--- src/rtl/cnt_ndigit_prescaled.sv ---
// ============================================================================
// Module      : cnt_ndigit_prescaled
// Description : N-digit base-B up/down counter with prescaler, parallel load
//               with per-digit clamping and terminal-count pulse.
//               Optional saturation at the terminal state: CNT_NDIGIT_SATURATE_EN
// Revision    : 1.0 - initial release
// ============================================================================
`default_nettype none

module cnt_ndigit_prescaled #(
    parameter int DIGITS        = 5,
    parameter int BASE          = 10,
    parameter int FREQ          = 50000000,
    parameter int STEPS_PER_SEC = 1
) (
    input  logic                  CLOCK_50,
    input  logic                  reset,
    input  logic                  enable,
    input  logic                  nLoad,
    input  logic                  up,
    input  logic [4*DIGITS-1:0]   load_val,
    output logic [4*DIGITS-1:0]   count,
    output logic                  step,
    output logic                  tc
);

    localparam int              DIV        = FREQ / STEPS_PER_SEC;
    localparam int              PW         = (DIV > 1) ? $clog2(DIV) : 1;
    localparam logic [PW-1:0]   C_DIV_LAST = PW'(DIV - 1);
    localparam logic [3:0]      C_MAX      = 4'(BASE - 1);
    localparam logic [4:0]      C_BASE     = 5'(BASE);

`ifdef CNT_NDIGIT_SATURATE_EN
    localparam bit              C_SATURATE = 1'b1;
`else
    localparam bit              C_SATURATE = 1'b0;
`endif

    logic [PW-1:0]          r_presc;
    logic [4*DIGITS-1:0]    r_count;
    logic                   r_step;
    logic                   r_tc;

    logic [DIGITS:0]        w_carry_up;
    logic [DIGITS:0]        w_borrow_dn;
    logic [4*DIGITS-1:0]    w_count_up;
    logic [4*DIGITS-1:0]    w_count_dn;
    logic [4*DIGITS-1:0]    w_load_clamped;
    logic [4*DIGITS-1:0]    w_count_next;
    logic [PW-1:0]          w_presc_next;
    logic                   w_step_now;
    logic                   w_terminal;

    // Ripple enables: a digit moves only when all lower digits are at the
    // rollover value for the current direction.
    assign w_carry_up[0]  = 1'b1;
    assign w_borrow_dn[0] = 1'b1;

    generate
        for (genvar i = 0; i < DIGITS; i++) begin : g_digit
            logic [3:0] w_dig;
            logic [3:0] w_ld;
            assign w_dig = r_count[4*i +: 4];
            assign w_ld  = load_val[4*i +: 4];

            assign w_carry_up[i+1]  = w_carry_up[i]  & (w_dig == C_MAX);
            assign w_borrow_dn[i+1] = w_borrow_dn[i] & (w_dig == 4'd0);

            assign w_count_up[4*i +: 4] = !w_carry_up[i]     ? w_dig :
                                          (w_dig == C_MAX)   ? 4'd0  :
                                                               w_dig + 4'd1;
            assign w_count_dn[4*i +: 4] = !w_borrow_dn[i]    ? w_dig :
                                          (w_dig == 4'd0)    ? C_MAX :
                                                               w_dig - 4'd1;
            // Widened compare so BASE = 16 never clamps.
            assign w_load_clamped[4*i +: 4] = ({1'b0, w_ld} >= C_BASE) ? C_MAX : w_ld;
        end
    endgenerate

    assign w_step_now   = enable & (r_presc == C_DIV_LAST);
    assign w_presc_next = (r_presc == C_DIV_LAST) ? '0 : r_presc + PW'(1);
    assign w_terminal   = up ? w_carry_up[DIGITS] : w_borrow_dn[DIGITS];
    assign w_count_next = (C_SATURATE && w_terminal) ? r_count :
                          (up ? w_count_up : w_count_dn);

    always_ff @(posedge CLOCK_50 or posedge reset) begin
        if (reset) begin
            r_presc <= '0;
            r_count <= '0;
            r_step  <= 1'b0;
            r_tc    <= 1'b0;
        end else if (!nLoad) begin
            r_presc <= '0;
            r_count <= w_load_clamped;
            r_step  <= 1'b0;
            r_tc    <= 1'b0;
        end else begin
            r_step <= 1'b0;
            r_tc   <= 1'b0;
            if (enable) begin
                r_presc <= w_presc_next;
            end
            if (w_step_now) begin
                r_step  <= 1'b1;
                r_tc    <= w_terminal;
                r_count <= w_count_next;
            end
        end
    end

    assign count = r_count;
    assign step  = r_step;
    assign tc    = r_tc;

endmodule

`default_nettype wire

--- config.mk ---
export PLATFORM = sky130hd
export DESIGN_NAME = cnt_ndigit_prescaled
export DESIGN_NICKNAME = d
export VERILOG_FILES = /design/src/rtl/cnt_ndigit_prescaled.sv
export SDC_FILE = /design/constraint.sdc
export NUM_CORES = 1
export LEC_CHECK = 0
export ABC_AREA = 1
export CORE_MARGIN = 2
export CORE_UTILIZATION = 56
export DETAILED_ROUTE_END_ITERATION = 12
export PLACE_DENSITY = 0.82
export SYNTH_ARGS = -nofsm -noshare
export SYNTH_HDL_FRONTEND = slang
export SYNTH_SLANG_ARGS = --single-unit
--- constraint.sdc ---
create_clock -name CLOCK_50 -period 2.3 [get_ports CLOCK_50]
set_input_delay 0.345 -clock CLOCK_50 [delete_from_list [all_inputs] [get_ports CLOCK_50]]
set_output_delay 0.345 -clock CLOCK_50 [all_outputs]
set_load 0.02 [all_outputs]
==> results.toml <==
[run_status]
outcome = "finished, final reports clean"

[timing]
worst_slew_pin_slew_ns = 0.449
slew_headroom = 0.701
final.min_clock_period_ns = 2.03
tns_ns = 0
period_share = 0.885
rsz0062_at_grt = "no"
hold-worst-slack_ns = 0.408
finalSetupViolCount = 0
fmax_mhz = 491
finalMaxSlewViolations = 0
finalHoldViolations = 0
finClkSkew_ns = 0.00886

[routing]
post-route-drc-count = 0
vias_per_cell = 5.54
routed-via-count = 3759
first_pass_iters = 6
ant_nets = 0
drt_iter0_drc = 276
drt_wl_total_mm = 9.25
avgRoutedWirePerCell_um = 13.6

[grt]
grt_use_met3 = 0.0318
grt_usage = 0.273
grt_max_degree = 49
gr-usage-met2 = 0.479
top_usage_layer = "met2"
grt.overflow.total = 0
antenna_found_initial = 0
grt_use_met1 = 0.346
grt_pass1_wl_mm = 15.9
grt_pass1_vias = 3607

[floorplan]
die_y_um = 83.4
ios = 47
rows = 28
die-area_um2 = 6960
core_area_um2 = 6030
die_w_um = 83.4
start_util = 0.587

[synthesis]
async_reset_ff_frac = 1.00
synth-seq-area-share = 0.340
synth_top_cell_by_area = "dfrtp_1"
ys.warnings.count = 0
ys_ff_latch = 48
synthCells = 553
synth_area_leaders = "dfrtp_1 (34%), nand2_1 (19%), nand3_1 (9.1%)"
synth.distinct_cells = 32
synth_top_area_share = 0.340
synth_area_um2 = 3530
synth_nets = 579
synth_area_per_cell_um2 = 6.39
synth_edf_count = 0
ys.flop_type = "dfrtp_1"

[clock_network]
cts_tree = "done"
post_cts.repair.setup_buffers = 0
cts_buffers = 5
path_clk_slew_ns = 0.10
clockBufferDepth = 2
cts_max_level = 2
cts_root_buffer = "clkbuf_8"
cts_hold_buf = 0
cts-resized-gates = 0
clock-sinks = 48
clk_latency_ns = 0.30

[job]
max-cap-violations = 0

[power]
ir_worst_vdd_uv = 448
p_leak_nw = 1.93
power_density_nw_per_um2 = 626

[setup_path]
cp_max_fo = 27
worst-setup-path-type = "flip-flop to flip-flop"
critPathCaptureType = "flip-flop"
critical_path_required_ns = 2.50
worst-r2r-setup-slack_ns = 0.27
cp-start-kind = "flip-flop"
cp.arrival_ns = 2.23

[worst_hold_path]
holdCritPathClass = "input pin to asynchronous set/reset pin"

[finish]
num-nets-final = 628
multi_input_area_um2 = 2030
ff_latch_area_um2 = 1200
area_growth_pct = 18.2
finish.utilization = 0.694
n_fill_cell = 539
antenna_cells = 0
layout_commonest_cell = "nand2_1"
final_cell_mix = "nand2_1 (183), nor2_1 (77), nand3_1 (64)"
drive_gt1_frac = 0.0597

[placement]
gpl.final_weighted_congestion = 0.892
io_buffers = 46
dp_hpwl_mm = 6.98
-- synth_stat cells, types with 2 or more instances --
| master | instances |
|---|---|
| nor2_2 | 6 |
| a21oi_1 | 14 |
| nand2_1 | 183 |
| nand3b_1 | 2 |
| o21ai_0 | 33 |
| xnor2_1 | 3 |
| inv_2 | 4 |
| buf_4 | 3 |
| inv_1 | 55 |
| nand4_1 | 9 |
| buf_2 | 2 |
| nand2_2 | 3 |
| nor3_1 | 9 |
| xor2_1 | 10 |
| dfrtp_1 | 48 |
| buf_6 | 4 |
| nand3_1 | 64 |
| nor2_1 | 77 |
| nor2_4 | 4 |
| o211ai_1 | 4 |
| a22oi_1 | 4 |
| clkbuf_1 | 2 |
-- critical path, cell delays in order, from the launching register on --
cell,delay [ns]
dfrtp_1,0.43
ha_1,0.25
nand2_2,0.09
nor2_4,0.17
nand2_2,0.10
nor2_4,0.16
nand3_4,0.12
nand2_4,0.27
nand2_1,0.18
nand2_1,0.09
nand2_1,0.05
-- worst paths after layout --
check,startpoint,depth (start not counted),end
min in group CLOCK_50,count[17],2,count[17]
max in group asynchronous,reset,3,r_presc[14]
max reg2reg,r_presc[0],10,count[4]
max,r_presc[0],10,count[4]
min reg2reg,count[17],2,count[17]
min,reset,3,count[13]
-- where the power goes --
part	internal [mW]	switching [mW]	leakage, nW	total (mW)
registers	0.931	0.168	0.643	1.10
clock network	0.244	0.305	0.0434	0.549
logic	0.395	0.573	1.24	0.969
total	1.57	1.05	1.93	2.62
-- routing by layer --
metal,routed length (um),share of wire
met5,0,0
met4,232,0.025
met3,545,0.059
met2,4520,0.49
met1,3950,0.43
-- flip-flops by register name, summed over array words and instances, names as in the netlist --
signal   flops
r_presc     26
tc           1
step         1
count       20
-- metrics by stage --
stage / instances / setup slack, ns / cell area, um^2 / total power, mW
after CTS: 678 / 0.263 / 4180 / 2.60
after detailed placement: 670 / 0.286 / 4080 / 2.06
after global placement: 670 / 0.337 / 4080 / 2.04
after global routing: 678 / 0.0487 / 4180 / 2.78
after floorplan: 553 / 0.723 / 3530 / 1.68
final: 678 / 0.265 / 4180 / 2.62
-- cells by family (layout without fill, tap and decap cells) --
family / count (synthesis) / count (layout) / share of synthesized area
XOR/XNOR: 13 / 13 / 0.0322
AO/OA/AOI/OAI: 57 / 57 / 0.0881
AND/OR/NAND/NOR: 364 / 364 / 0.450
buffers and inverters: 70 / 120 / 0.0867
flip-flops: 48 / 48 / 0.340
adder cells (fa/ha/maj): 1 / 1 / 0.00354
-- area by class of cell --
class                   instances  area share
inverters                      59      0.0530
multi-input cells             435       0.485
clock inverters                 2     0.00359
flip-flops and latches         48       0.287
repair buffers                 53       0.129
clock buffers                   6      0.0198
well taps                      75      0.0225
No activity file was read; power rests on OpenSTA's default activity.
==> edit 1 (same settings) <==
`DIGITS`: 5 -> 4.
--- a/src/rtl/cnt_ndigit_prescaled.sv
+++ b/src/rtl/cnt_ndigit_prescaled.sv
@@ -8,7 +8,7 @@
 `default_nettype none
 
 module cnt_ndigit_prescaled #(
-    parameter int DIGITS        = 5,
+    parameter int DIGITS        = 4,
     parameter int BASE          = 10,
     parameter int FREQ          = 50000000,
     parameter int STEPS_PER_SEC = 1
Ports: changed (resized count and load_val); port bits go from 47 to 39. No check against the original RTL was run, so the function may have changed too.
==> edit 1 against the original RTL <==
  * Worst setup slack better by 190 ps
  * Maximum frequency rose by 11%
  * Synthesized area decreased by 7.7%
  * Sequential cell count shrank 4
  * Clock power is 13% lower
  * Routed wire length fell by 9.3%
  * Total power is 12% lower
  * Sequential share of layout area rose by 0.23 points
  * Cell area down 9.1%
  * Critical endpoint is now count[7]$_DFFE_PP0P_
  * Largest power group unchanged
==> edit 1: results (changes against the original RTL) <==
vias in the first global route=3411 (-5.4%); all-layer global routing usage=0.278 (+0.00550); Leak=0.00181 uW (-6.2%); setup clock skew after layout=16.0 ps (+7.10 ps); top post-synthesis cells by count=nand2_1 (150), inv_1 (68), nand3_1 (65); worst-margin pin slew=570 ps (+121 ps); average wire per standard cell=13.5 um (-1.2%); DRT Pass-1 Iters=5 (-1); Synth Instances=508 (-8.1%); Place WS=279 ps (-7.45 ps); Placer Congestion=1.06 (+18%); Port Buffers=38 (-17%); Sequential cell area=0.00110 mm2 (-8.3%); DP Area=0.00372 mm2 (-8.8%); global-route wire length before repair=14300 um (-10%); worst vdd ir=455 uV (+1.5%); drt total wl=8390 um (-9.3%); # nets final=573 (-8.8%); Synth cell types=30 (-6.3%); post-synthesis sequential area ratio=0.337 (-0.00240); initial drt markers=241 (-13%); Synth area leaders=dfrtp_1 (34%), nand2_1 (17%), nand3_1 (10%); dpl hpwl=6230 um (-11%); Via-to-Cell Ratio=5.63 (+1.6%); Skew-Pair Late Insertion Delay=310 ps; Mapped Nets=530 (-8.5%); largest net degree at the start of global routing=45 (-8.2%); status=complete, no violations; layout cells sized above 1=0.0726 (+0.0129)
[edit 1: layer usage]
| metal | up-vias | GRT usage | routed length [um] |
|---|---|---|---|
| met5 | - | 0 | 0 |
| met4 | 0 | 0.107 | 113 |
| met3 | 18 | 0.0438 | 460 |
| met2 | 137 | 0.504 | 4250 |
| met1 | 1627 | 0.327 | 3570 |
| li1 | 1728 | - | - |
[edit 1: power by group]
part	switching, uW	internal [uW]
clock network	273	207
registers	139	849
logic	495	327
total	907	1380
[edit 1: worst reg2reg max path, delay by kind of cell, from the launching register on]
family        cells  cell delay, ps
fa+ha+maj         1             240
flops             1             430
simple gates      9            1060
[edit 1: worst paths after layout]
kind                       slack (ps)                      end              startpoint
min in group CLOCK_50             550    count[13]$_DFFE_PP0P_   count[13]$_DFFE_PP0P_
max                               460     count[7]$_DFFE_PP0P_  r_presc[0]$_DFFE_PP0P_
min reg2reg                       550    count[13]$_DFFE_PP0P_   count[13]$_DFFE_PP0P_
max in group asynchronous        1420   r_presc[0]$_DFFE_PP0P_                   reset
min                               490  r_presc[20]$_DFFE_PP0P_                   reset
max reg2reg                       460     count[7]$_DFFE_PP0P_  r_presc[0]$_DFFE_PP0P_
[edit 1: area by class of cell]
| type | count | share of cell area |
|---|---|---|
| timing repair buffer | 47 | 0.118 |
| multi-input combinational | 382 | 0.478 |
| tap | 72 | 0.0237 |
| sequential | 44 | 0.290 |
| inverter | 71 | 0.0701 |
| clock inverter | 1 | 0.00132 |
| clock buffer | 6 | 0.0191 |
[edit 1: kinds of logic (layout without fill, tap and decap cells)]
kind of cell / after synthesis / count (layout) / synth area share
buf+inv: 82 / 125 / 0.106
compound gates: 47 / 47 / 0.0790
flops: 44 / 44 / 0.337
xor+xnor: 6 / 6 / 0.0161
fa+ha+maj: 1 / 1 / 0.00383
simple gates: 328 / 328 / 0.458
==> edit 2 (same settings) <==
Without the edit above. Reset style: synchronous (`reset`), changed in one clocked block.
--- a/src/rtl/cnt_ndigit_prescaled.sv
+++ b/src/rtl/cnt_ndigit_prescaled.sv
@@ -83,7 +83,7 @@
     assign w_count_next = (C_SATURATE && w_terminal) ? r_count :
                           (up ? w_count_up : w_count_dn);
 
-    always_ff @(posedge CLOCK_50 or posedge reset) begin
+    always_ff @(posedge CLOCK_50) begin
         if (reset) begin
             r_presc <= '0;
             r_count <= '0;
Formal check against the unedited RTL: differs if reset is asserted again (counterexample within 4 cycles, from zero or initial values and one cycle with reset high); with reset held inactive, the same outputs for 10 cycles.
==> edit 2 against the original RTL <==
  * Synthesized area fell by 5.5%
  * Total power fell by 21%
  * Sequential power fell by 17%
  * Die area fell by 5.2%
  * Final cell count fell by 1.6%
  * Critical path depth fell by 9
  * Worst setup slack improved by 190 ps
  * Sequential cell count did not move
  * Routed wire length fell by 12%
  * Count of clock-buffer cells in the layout fell by 1
  * Combinational power fell by 49%
  * Clock power rose by 18%
  * Cell area fell by 4.8%
  * Maximum frequency rose by 11%
==> edit 2: results (changes against the original RTL) <==
status=complete, no violations; # nets final=617 (-1.8%); hold_ws=487 ps (+78.8 ps); reg-to-reg slack, setup=580 ps (+310 ps); Placer Congestion=0.866 (-2.9%); max reg flops=26 (unchanged); Synth cell types=40 (+25%); Clock power frac=0.315 (+0.105); routed wl met3=472 um (-13%); global-route wire length before repair=13700 um (-14%); Setup Fix Bufs, Post-CTS=0 (unchanged); worst-margin pin slew=469 ps (+19.9 ps); Via-to-Cell Ratio=5.34 (-3.7%); worst r2r path cells=10 (unchanged); average wire per standard cell=12.2 um (-10%); WP data arrival=1500 ps (-730 ps); Synth area leaders=dfxtp_1 (29%), nand2_1 (15%), nor2_1 (14%); initial drt markers=138 (-50%); XOR/XNOR Fraction of Synth Area=0.0393 (+0.00711); mux cell area share after synthesis=0 (unchanged); M1 WL=3350 um (-15%); top post-synthesis cells by count=nand2_1 (133), nor2_1 (124), dfxtp_1 (48), nand3_1 (48), inv_1 (45); DRT Pass-1 Iters=4 (-2); clock slew at reported path FFs=100 ps (about the same); Skew-Pair Late Insertion Delay=320 ps (+20 ps); worst vdd ir=346 uV (-23%); all-layer global routing usage=0.263 (-0.00958); largest net degree at the start of global routing=25 (-49%); Critical R2R Capture=r_presc[18]$_SDFFE_PP0P_; hold path start=r_presc[23]$_SDFFE_PP0P_; maximum clock path buffer count=2 (unchanged); DP Area=0.00386 mm2 (-5.3%); Most flops, register=r_presc; H-tree depth=2 (unchanged); critical-path maximum fanout=8 (-70%); Worst path max stage delay=670 ps (+240 ps); vias in the first global route=3250 (-9.9%); reg2reg start=r_presc[0]$_SDFFE_PP0P_; post-synthesis sequential area ratio=0.288 (-0.0522); Net Switching=664 uW (-37%); Worst Setup EP=count[15]; ANT cells=0 (unchanged); dpl hpwl=6390 um (-8.5%); setup clock skew after layout=6.07 ps (-2.79 ps); Async SR Flop Fraction=0 (-1.00); hold path depth=1; layout cells sized above 1=0.0895 (+0.0298); worst min path class=reg -> reg; Leak=0.00169 uW (-12%); Max Used Layer=met4; CP top delay family=buffers and inverters; Mapped Nets=568 (-1.9%); Critical Path Source=count[15]$_SDFFE_PP0P_; adder-cell area share of the yosys netlist=0.00375 (+0.000205); CP max stage cell=clkdlybuf4s50_1; Post-CTS Resized=0 (unchanged); Detail Route met2 WL=4200 um (-7.2%); Synth Area in Compound Gates=0.0951 (+0.00699); Comb power frac=0.241 (-0.129)
## edit 2: final cells by class
type | count | area, um2
clock buffer | 5 | 68.8
clock inverter | 3 | 46.3
fill | 521 | 1870
inverter | 54 | 204
multi-input combinational | 429 | 2090
sequential | 48 | 961
tap | 75 | 93.8
timing repair buffer | 53 | 513
## edit 2: cell families (layout without fill, tap and decap cells)
family,after synthesis,after routing
adder cells (fa/ha/maj),1,1
AO/OA/AOI/OAI,58,58
AND/OR/NAND/NOR,355,355
flip-flops,48,48
XOR/XNOR,15,15
buffers and inverters,65,115
## edit 2: per-layer routing
layer	global-route usage	vias up
li1	-	1826
met1	0.293	1620
met2	0.493	97
met3	0.0467	18
met4	0.0983	0
met5	0	-
## edit 2: through the flow
step                instances  worst slack [ps]  total power (uW)
global route              667               385              2150
CTS                       667               474              2050
detailed placement        659               234              1430
finish                    667               460              2060
global placement          659               277              1420
floorplan                 542               837              1250
